## src/rtl/jtdsp16_pkg.sv

```systemverilog
// Shared definitions for the jtdsp16 boot loader: FSM state codes and default image geometry.
package jtdsp16_pkg;

  typedef enum logic [2:0] {
    ST_IDLE = 3'd0,
    ST_REQ  = 3'd1,
    ST_WR   = 3'd2,
    ST_HOLD = 3'd3,
    ST_DONE = 3'd4
  } state_t;

  localparam int DEF_LEN  = 512;
  localparam int DEF_BASE = 0;

endpackage

```

## src/rtl/jtdsp16_prog_loader.sv

```systemverilog
// Boot sequencer: copies LEN words from the ROM port into jtdsp16 program RAM
// and keeps the DSP in reset until the copy and the HOLD guard time are over.
//
// state | meaning
// IDLE  | after reset; waits for AUTO or start, dsp_rst high
// REQ   | rom_cs high, waiting for rom_ok on word idx
// WR    | prog_we high for one cen cycle, then next word or HOLD
// HOLD  | guard time after the last write, dsp_rst still high
// DONE  | image loaded, DSP released, start reloads
module jtdsp16_prog_loader
  import jtdsp16_pkg::*;
#(
  parameter int AW   = 12,
  parameter int DW   = 16,
  parameter int RW   = 22,
  parameter int LEN  = DEF_LEN,
  parameter int BASE = DEF_BASE,
  parameter int HOLD = 4,
  parameter int AUTO = 1
) (
  input  logic          clk,
  input  logic          rst,
  input  logic          cen,
  input  logic          start,
  output logic          rom_cs,
  output logic [RW-1:0] rom_addr,
  input  logic [DW-1:0] rom_data,
  input  logic          rom_ok,
  output logic [AW-1:0] prog_addr,
  output logic [DW-1:0] prog_data,
  output logic          prog_we,
  output logic          dsp_rst,
  output logic          busy,
  output logic          done,
  output logic [DW-1:0] csum
);

  // One spare index bit lets LEN=2**AW reach its last word without wrapping.
  localparam int IW  = AW + 1;
  localparam int HCW = (HOLD < 2) ? 1 : $clog2(HOLD);
  localparam logic [HCW-1:0] HOLD_LOAD = HCW'((HOLD == 0) ? 0 : HOLD - 1);
  localparam logic [IW-1:0]  LAST     = IW'(LEN - 1);
  localparam logic [RW-1:0]  BASE_RW  = RW'(BASE);

  state_t          state;
  logic [IW-1:0]   idx;
  logic [IW-1:0]   idx_nxt;
  logic [HCW-1:0]  hold_cnt;

  assign idx_nxt = idx + 1'b1;

  always_ff @(posedge clk) begin
    if (rst) begin
      state     <= ST_IDLE;
      idx       <= '0;
      hold_cnt  <= '0;
      rom_cs    <= 1'b0;
      rom_addr  <= '0;
      prog_addr <= '0;
      prog_data <= '0;
      prog_we   <= 1'b0;
      dsp_rst   <= 1'b1;
      busy      <= 1'b0;
      done      <= 1'b0;
      csum      <= '0;
    end else if (cen) begin
      case (state)
        ST_IDLE: begin
          if ((AUTO != 0) || start) begin
            state    <= ST_REQ;
            idx      <= '0;
            csum     <= '0;
            rom_cs   <= 1'b1;
            rom_addr <= BASE_RW;
            busy     <= 1'b1;
          end
        end
        ST_REQ: begin
          if (rom_ok) begin
            prog_data <= rom_data;
            prog_addr <= idx[AW-1:0];
            csum      <= csum + rom_data;
            rom_cs    <= 1'b0;
            prog_we   <= 1'b1;
            state     <= ST_WR;
          end
        end
        ST_WR: begin
          prog_we <= 1'b0;
          if (idx == LAST) begin
            state    <= ST_HOLD;
            hold_cnt <= HOLD_LOAD;
          end else begin
            idx      <= idx_nxt;
            rom_addr <= BASE_RW + RW'(idx_nxt);
            rom_cs   <= 1'b1;
            state    <= ST_REQ;
          end
        end
        ST_HOLD: begin
          if (hold_cnt == '0) begin
            state   <= ST_DONE;
            dsp_rst <= 1'b0;
            busy    <= 1'b0;
            done    <= 1'b1;
          end else begin
            hold_cnt <= hold_cnt - 1'b1;
          end
        end
        ST_DONE: begin
          if (start) begin
            state    <= ST_REQ;
            idx      <= '0;
            csum     <= '0;
            done     <= 1'b0;
            dsp_rst  <= 1'b1;
            busy     <= 1'b1;
            rom_cs   <= 1'b1;
            rom_addr <= BASE_RW;
          end
        end
        default: state <= ST_IDLE;
      endcase
    end
  end

endmodule

```

## config.mk

```make
export PLATFORM = sky130hd
export DESIGN_NAME = jtdsp16_prog_loader
export DESIGN_NICKNAME = d
export VERILOG_FILES = /design/src/rtl/jtdsp16_pkg.sv /design/src/rtl/jtdsp16_prog_loader.sv
export SDC_FILE = /design/constraint.sdc
export NUM_CORES = 1
export LEC_CHECK = 0
export CELL_PAD_IN_SITES_DETAIL_PLACEMENT = 1
export CELL_PAD_IN_SITES_GLOBAL_PLACEMENT = 1
export CORE_AREA = 3 3 88 90
export CTS_BUF_LIST = sky130_fd_sc_hd__clkbuf_8
export DETAILED_ROUTE_END_ITERATION = 6
export DIE_AREA = 0 0 91 93
export DONT_BUFFER_PORTS = 1
export GPL_TIMING_DRIVEN = 0
export PLACE_DENSITY_LB_ADDON = 0.25
export SKIP_CTS_REPAIR_TIMING = 1
export SYNTH_ARGS = -nofsm -noshare
export SYNTH_HDL_FRONTEND = slang
export SYNTH_SLANG_ARGS = --single-unit
```

## constraint.sdc

```tcl
create_clock -name clk -period 6.31 [get_ports clk]
set_clock_uncertainty 0.2 [all_clocks]
set_input_delay 1.262 -clock clk [delete_from_list [all_inputs] [get_ports clk]]
set_output_delay 1.262 -clock clk [all_outputs]
set_load 0.01 [all_outputs]
```

==> out/results.tsv, run 1 <==
stage	metric	value	unit
setup_path	crit_slowest_cell	fa_1	
floorplanning	start_util	48.42	%
setup_path	crit_type	primary input to flop	
setup_path	arrival	3.31	ns
drt	routed_wl	9729	um
setup_path	cp_max_fo	3	
cts	htree_levels	3	
timing	setup_viol	0	
synth	synth_warnings	0	
drt	drt-wirelength-per-cell	17.37	um
synth	synth.distinct_cells	55	
timing	tightest_slew	0.9041	ns
timing	hold_viol_final	0	
cts	clk-insertion-delay-late	0.35	ns
floorplanning	chipWidth	91	um
synth	synth_common_cells	nand2_1 (77), dfxtp_1 (67), a21oi_1 (49)	
synth	synth_top_area_share	38.81	%
setup_path	crit_cells	9	
global_route	grt_overflow	0	
finish	final_area	0.003804	sq mm
timing	tns	0	ns
placement	place_area	0.003610	sq mm
synth	synthArstFlopShare	0	%
drt	final_antenna_net_count	0	
finish	syn_to_final_growth	10.07	%
synth	synth_edf_count	0	
setup_path	worstSetupEndpoint	csum[14]	
setup_path	cp.required	6.35	ns
finish	fin_nets	495	
timing	max_slew_margin	39.73	%
placement	gp_congestion	0.8458	
global_route	first_global_vias	3365	
setup_path	r2r_setup_slack	3.49	ns
setup_path	critPathBufInv	1	
cts	cts_tree	built	
timing	drv_slew	0	
cts	clk_pin_slew_worst_paths	0.07	ns
global_route	antenna_found_initial	0	
pwr	vdd_ir_drop_max	105.3	uV
synth	yosysSeqAreaShare	38.81	%
placement	numPortBuffers	0	
setup_path	cp-end-kind	flop	
synth	yosys-top-cells-area	dfxtp_1 (39%), nand2_1 (8.4%), a21oi_1 (7.1%), ha_1 (6.2%), nor2_1 (4.5%)	
cts	cts_num_sinks	67	
synth	synth.avg_cell_area	7.908	sq um
cts	clockBufferDepth	2	
floorplanning	fp-row-count	31	
placement	post-dp-hpwl	7293	um
finish	antennaDiodeCount	0	
setup_path	critPathMaxStageDelay	0.39	ns
setup_path	rr_endpoint	csum[14]	
pwr	total_power	0.0009129	W
global_route	grt_pass1_wl	16260	um
synth	synth_largest_area_cell	dfxtp_1	
synth	post-synth-top-count-cell	nand2_1	
floorplanning	fp.dieH	93	um
finish	drive_gt1_share	7.375	%
floorplanning	core_area	0.007137	sq mm
timing	final.min_clock_period	3.274	ns
finish	postLayoutCoreUtil	53.30	%
timing	fmaxAchievable	0.3054	GHz
timing	rsz0062_at_grt	false	
setup_path	startpoint	rom_data[0]	
synth	syn-cell-area	0.003456	sq mm
synth	yosys_most_used_dff	dfxtp_1	
synth	ys_ff_latch	67	
setup_path	cp_top_family	compound AO/OA/AOI/OAI gates	
run	max-cap-violations	0	
synth	syn-instance-count	437	
pwr	p_per_area	240.0	mW/mm^2
global_route	grt_use_total	23.64	%
timing	post-route-period-util	51.89	%
setup_path	r2r-start	csum[0]	
drt	num_vias	3214	
drt	drt_first_iter_violations	155	
outcome	status	finished clean	
cts	cts_root_buf	clkbuf_8	
setup_path	reg2reg_depth	9	
hold_path	hold_class	flop to flop	
floorplanning	dieArea	0.008463	sq mm
global_route	grt_max_degree	12	
drt	remaining_drc_errors	0	
setup_path	path_cells	ha_1, inv_1, fa_1, nand2b_1, a21oi_1, o211ai_1, a311o_1, a21o_1, a32o_1	
cts	cts_inserted_buffers	9	
setup_path	worst_setup_path_start_kind	primary input	
placement	dp_slack	2.659	ns
timing	fin_ws	3.036	ns
pwr	power.leakage	1.428	nW
floorplanning	boundaryPins	92	
drt	dr.pass1.iters	4	
drt	viasPerCell	5.739	
-- worst min-delay path by stage --
stage / startpoint / to / cells past startpoint
after floorplan: hold_cnt[0] / hold_cnt[0] / 1
after global placement: hold_cnt[0] / hold_cnt[0] / 1
after detailed placement: hold_cnt[0] / hold_cnt[0] / 1
after CTS: hold_cnt[0] / hold_cnt[0] / 1
after global routing: hold_cnt[0] / hold_cnt[0] / 1
final: hold_cnt[0] / hold_cnt[0] / 1
-- metrics by stage --
stage          hold WS (ns)  instances
6_report             0.2475        560
3_3_place_gp         0.2303        544
4_1_cts              0.2512        560
3_5_place_dp         0.2397        544
5_1_grt              0.2804        560
2_1_floorplan        0.2255        445
-- per-layer routing --
layer | global-route usage (%) | wire length, um
met1 | 29.67 | 4365
met3 | 6.597 | 738
met5 | 0 | 0
met2 | 38.69 | 4476
met4 | 8.920 | 148
-- registers in the layout (all words and copies together) (netlist names) --
name       flops
csum          16
prog_data     16
rom_addr      13
prog_addr     12
state          3
hold_cnt       2
busy           1
done           1
dsp_rst        1
prog_we        1
rom_cs         1
-- cells by family (layout without fill, tap and decap cells) --
logic type,count (synthesis),in the layout,synth area share [%]
XOR/XNOR,15,15,3.802
other,1,9,0.1085
multiplexers,1,1,0.2897
buffers and inverters,45,61,6.118
flip-flops,67,67,38.81
AND/OR/NAND/NOR,178,178,23.14
adder cells (fa/ha/maj),18,18,6.734
AO/OA/AOI/OAI,112,112,21.00
-- cell usage in the layout (no fill, tap or decap), drive strengths merged, types with 3 or more instances in the layout --
master / n
a211oi: 4
a21o: 7
a21oi: 49
a221oi: 4
a22oi: 3
a32o: 3
a32oi: 3
and2: 3
and3: 3
buf: 11
clkbuf: 25
clkinv: 3
conb: 9
dfxtp: 67
ha: 17
inv: 20
nand2: 77
nand2b: 6
nand3: 11
nand4: 4
nor2: 42
nor2b: 5
nor3: 15
o211ai: 5
o21ai: 17
or3: 5
xnor2: 12
xor2: 3
-- cell type report --
| type | count | area, sq um |
|---|---|---|
| Fill cell | 934 | 3333 |
| Buffer | 26 | 140.1 |
| Clock inverter | 6 | 56.30 |
| Clock buffer | 10 | 137.6 |
| Tap cell | 99 | 123.9 |
| Sequential cell | 67 | 1341 |
| Inverter | 19 | 71.32 |
| Multi-Input combinational cell | 333 | 1933 |
-- where the power goes --
group	switching, W	internal (W)
clock network	0.000167	0.000190
registers	0.0000116	0.000433
logic	0.0000733	0.0000383
No activity file was read; power rests on OpenSTA's default activity.
==> run 2: changes to the inputs <==
--- a/config.mk
+++ b/config.mk
@@ -7,10 +7,10 @@
 export LEC_CHECK = 0
 export CELL_PAD_IN_SITES_DETAIL_PLACEMENT = 1
 export CELL_PAD_IN_SITES_GLOBAL_PLACEMENT = 1
-export CORE_AREA = 3 3 88 90
+export CORE_AREA = 3 3 94 96
 export CTS_BUF_LIST = sky130_fd_sc_hd__clkbuf_8
 export DETAILED_ROUTE_END_ITERATION = 6
-export DIE_AREA = 0 0 91 93
+export DIE_AREA = 0 0 97 99
 export DONT_BUFFER_PORTS = 1
 export GPL_TIMING_DRIVEN = 0
 export PLACE_DENSITY_LB_ADDON = 0.25
==> constraint.sdc (replaced) <==
create_clock -name clk -period 3 [get_ports clk]
set_clock_uncertainty 0.2 [all_clocks]
set_input_delay 0.6 -clock clk [delete_from_list [all_inputs] [get_ports clk]]
set_output_delay 0.6 -clock clk [all_outputs]
set_load 0.01 [all_outputs]
==> out/results.tsv, run 2 (synthesis results as in run 1) <==
stage	metric	value	unit	change
drt	drt_first_iter_violations	111		-28%
floorplanning	chipWidth	97	um	+6.6%
timing	final.min_clock_period	2.817	ns	
finish	largestRegisters	csum (16), prog_data (16), rom_addr (13)		
hold_path	hold_class	primary input to flop		
timing	setup_viol	0		unchanged
placement	dp_slack	0.05322	ns	-2.605 ns
cts	cts_inserted_buffers	9		unchanged
global_route	grt_pass1_wl	15680	um	-3.6%
placement	post-dp-hpwl	7294	um	about the same
finish	fin_cells	566		+1.1%
timing	tns	0	ns	unchanged
global_route	grt_max_degree	12		unchanged
drt	remaining_drc_errors	0		unchanged
cts	cts_root_buf	clkbuf_8		
hold_path	min_from	cen		
setup_path	cp-end-kind	flop		
floorplanning	boundaryPins	92		unchanged
drt	dr.pass1.iters	4		unchanged
setup_path	reg2reg_depth	9		unchanged
setup_path	rr_endpoint	csum[14]		
placement	place_inst	550		+1.1%
finish	final_common_cell	nand2_1		
setup_path	r2r-start	csum[0]		
setup_path	cp_max_fo	3		unchanged
hold_path	hold_end	prog_we		
floorplanning	dieArea	0.009603	sq mm	+13%
drt	routed_wl	9534	um	-2.0%
finish	drive_gt1_share	7.375	%	unchanged
timing	hold_viol_final	0		unchanged
pwr	p_per_area	502.5	mW/mm^2	+110%
setup_path	crit_type	flop to flop		
timing	max_slew_margin	40.95	%	+1.2 points
timing	tightest_slew	0.8857	ns	-0.01834 ns
cts	cts_num_sinks	67		unchanged
drt	final_antenna_net_count	0		unchanged
floorplanning	start_util	42.49	%	-5.9 points
floorplanning	core_area	0.008134	sq mm	+14%
drt	viasPerCell	5.548		-3.3%
outcome	status	finished clean		
placement	gp_congestion	0.8402		-0.66%
cts	clk_pin_slew_worst_paths	0.08	ns	about the same
pwr	power.leakage	1.428	nW	unchanged
global_route	first_global_vias	3188		-5.3%
run	max-cap-violations	0		unchanged
drt	num_vias	3140		-2.3%
finish	fin_nets	495		unchanged
pwr	total_power	0.001915	W	+110%
finish	antennaDiodeCount	0		unchanged
finish	postLayoutCoreUtil	46.85	%	-6.4 points
timing	rsz0062_at_grt	false		
cts	htree_levels	3		unchanged
timing	fmaxAchievable	0.3550	GHz	
setup_path	worst_setup_path_start_kind	flop		
timing	drv_slew	0		unchanged
placement	numPortBuffers	0		unchanged
pwr	vdd_ir_drop_max	250.8	uV	+140%
setup_path	crit_slowest_cell	dfxtp_1		
setup_path	cp.required	3.04	ns	-3.31 ns
global_route	grt_overflow	0		unchanged
drt	drt-wirelength-per-cell	16.84	um	-3.0%
floorplanning	fp-row-count	33		+6.5%
timing	fin_ws	0.1829	ns	-2.853 ns
setup_path	r2r_setup_slack	0.18	ns	-3.31 ns
finish	final_cell_mix	nand2_1 (77), dfxtp_1 (67), a21oi_1 (49)		
global_route	antenna_found_initial	0		unchanged
setup_path	arrival	2.85	ns	-0.46 ns
cts	clockBufferDepth	2		unchanged
setup_path	critPathMaxStageDelay	0.41	ns	+0.02 ns
floorplanning	fp.dieH	99	um	+6.5%
cts	clk-insertion-delay-late	0.34	ns	about the same
finish	syn_to_final_growth	10.28	%	
hold_path	hold_depth	1		unchanged
global_route	grt_use_total	19.94	%	-3.7 points
cts	cts_tree	built		
timing	post-route-period-util	93.90	%	
setup_path	path_cells	ha_1, inv_1, fa_1, nand2b_1, a21oi_1, o211ai_1, a311o_1, a21o_1, a32o_1		
## run 2: layout make-up
class | instances | area, sq um
fill | 1013 | 4323
multi-input combinational | 333 | 1933
tap | 105 | 131.4
clock buffer | 10 | 137.6
sequential | 67 | 1341
buffer | 26 | 140.1
clock inverter | 6 | 56.30
inverter | 19 | 71.32
## run 2: worst max-delay path by stage
stage                      from        to  slack (ns)  cells after the start
detailed placement  rom_data[0]  csum[14]        0.05                      9
floorplan           rom_data[0]  csum[14]        0.34                      9
CTS                     csum[0]  csum[14]        0.18                      9
finish                  csum[0]  csum[14]        0.18                      9
global placement    rom_data[0]  csum[14]        0.13                      9
global route            csum[0]  csum[14]        0.06                      9
## run 2: power breakdown
| group | total (W) | switching, W | internal (W) |
|---|---|---|---|
| Combinational | 0.000231 | 0.000151 | 0.0000804 |
| Sequential | 0.000935 | 0.0000242 | 0.000911 |
| Clock | 0.000749 | 0.000350 | 0.000399 |
## run 2: worst max-delay path, delay by kind of cell (launching register included)
| family | cells | cell delay, ns |
|---|---|---|
| AO/OA/AOI/OAI | 5 | 1.24 |
| buffers and inverters | 1 | 0.06 |
| AND/OR/NAND/NOR | 1 | 0.20 |
| flip-flops | 1 | 0.41 |
| adder cells (fa/ha/maj) | 2 | 0.60 |
## run 2: through the flow
stage                     instance area [sq um]  hold slack, ns
after floorplan                            3486          0.2255
after global routing                       3811          0.1631
after detailed placement                   3617          0.2506
after CTS                                  3811          0.1420
after global placement                     3617          0.2309
final                                      3811          0.1547
## run 2: layer usage
| metal | global-route usage [%] | routed length [um] |
|---|---|---|
| met4 | 7.235 | 104 |
| met3 | 6.086 | 691 |
| met5 | 0 | 0 |
| met2 | 31.32 | 4248 |
| met1 | 25.96 | 4490 |
==> run 3: changes to the inputs <==
--- a/config.mk
+++ b/config.mk
@@ -14,7 +14,6 @@
 export DONT_BUFFER_PORTS = 1
 export GPL_TIMING_DRIVEN = 0
 export PLACE_DENSITY_LB_ADDON = 0.25
-export SKIP_CTS_REPAIR_TIMING = 1
 export SYNTH_ARGS = -nofsm -noshare
 export SYNTH_HDL_FRONTEND = slang
 export SYNTH_SLANG_ARGS = --single-unit
==> results of run 3 <==
Same layout as run 2: the final DEF is identical, and so are final timing and power.
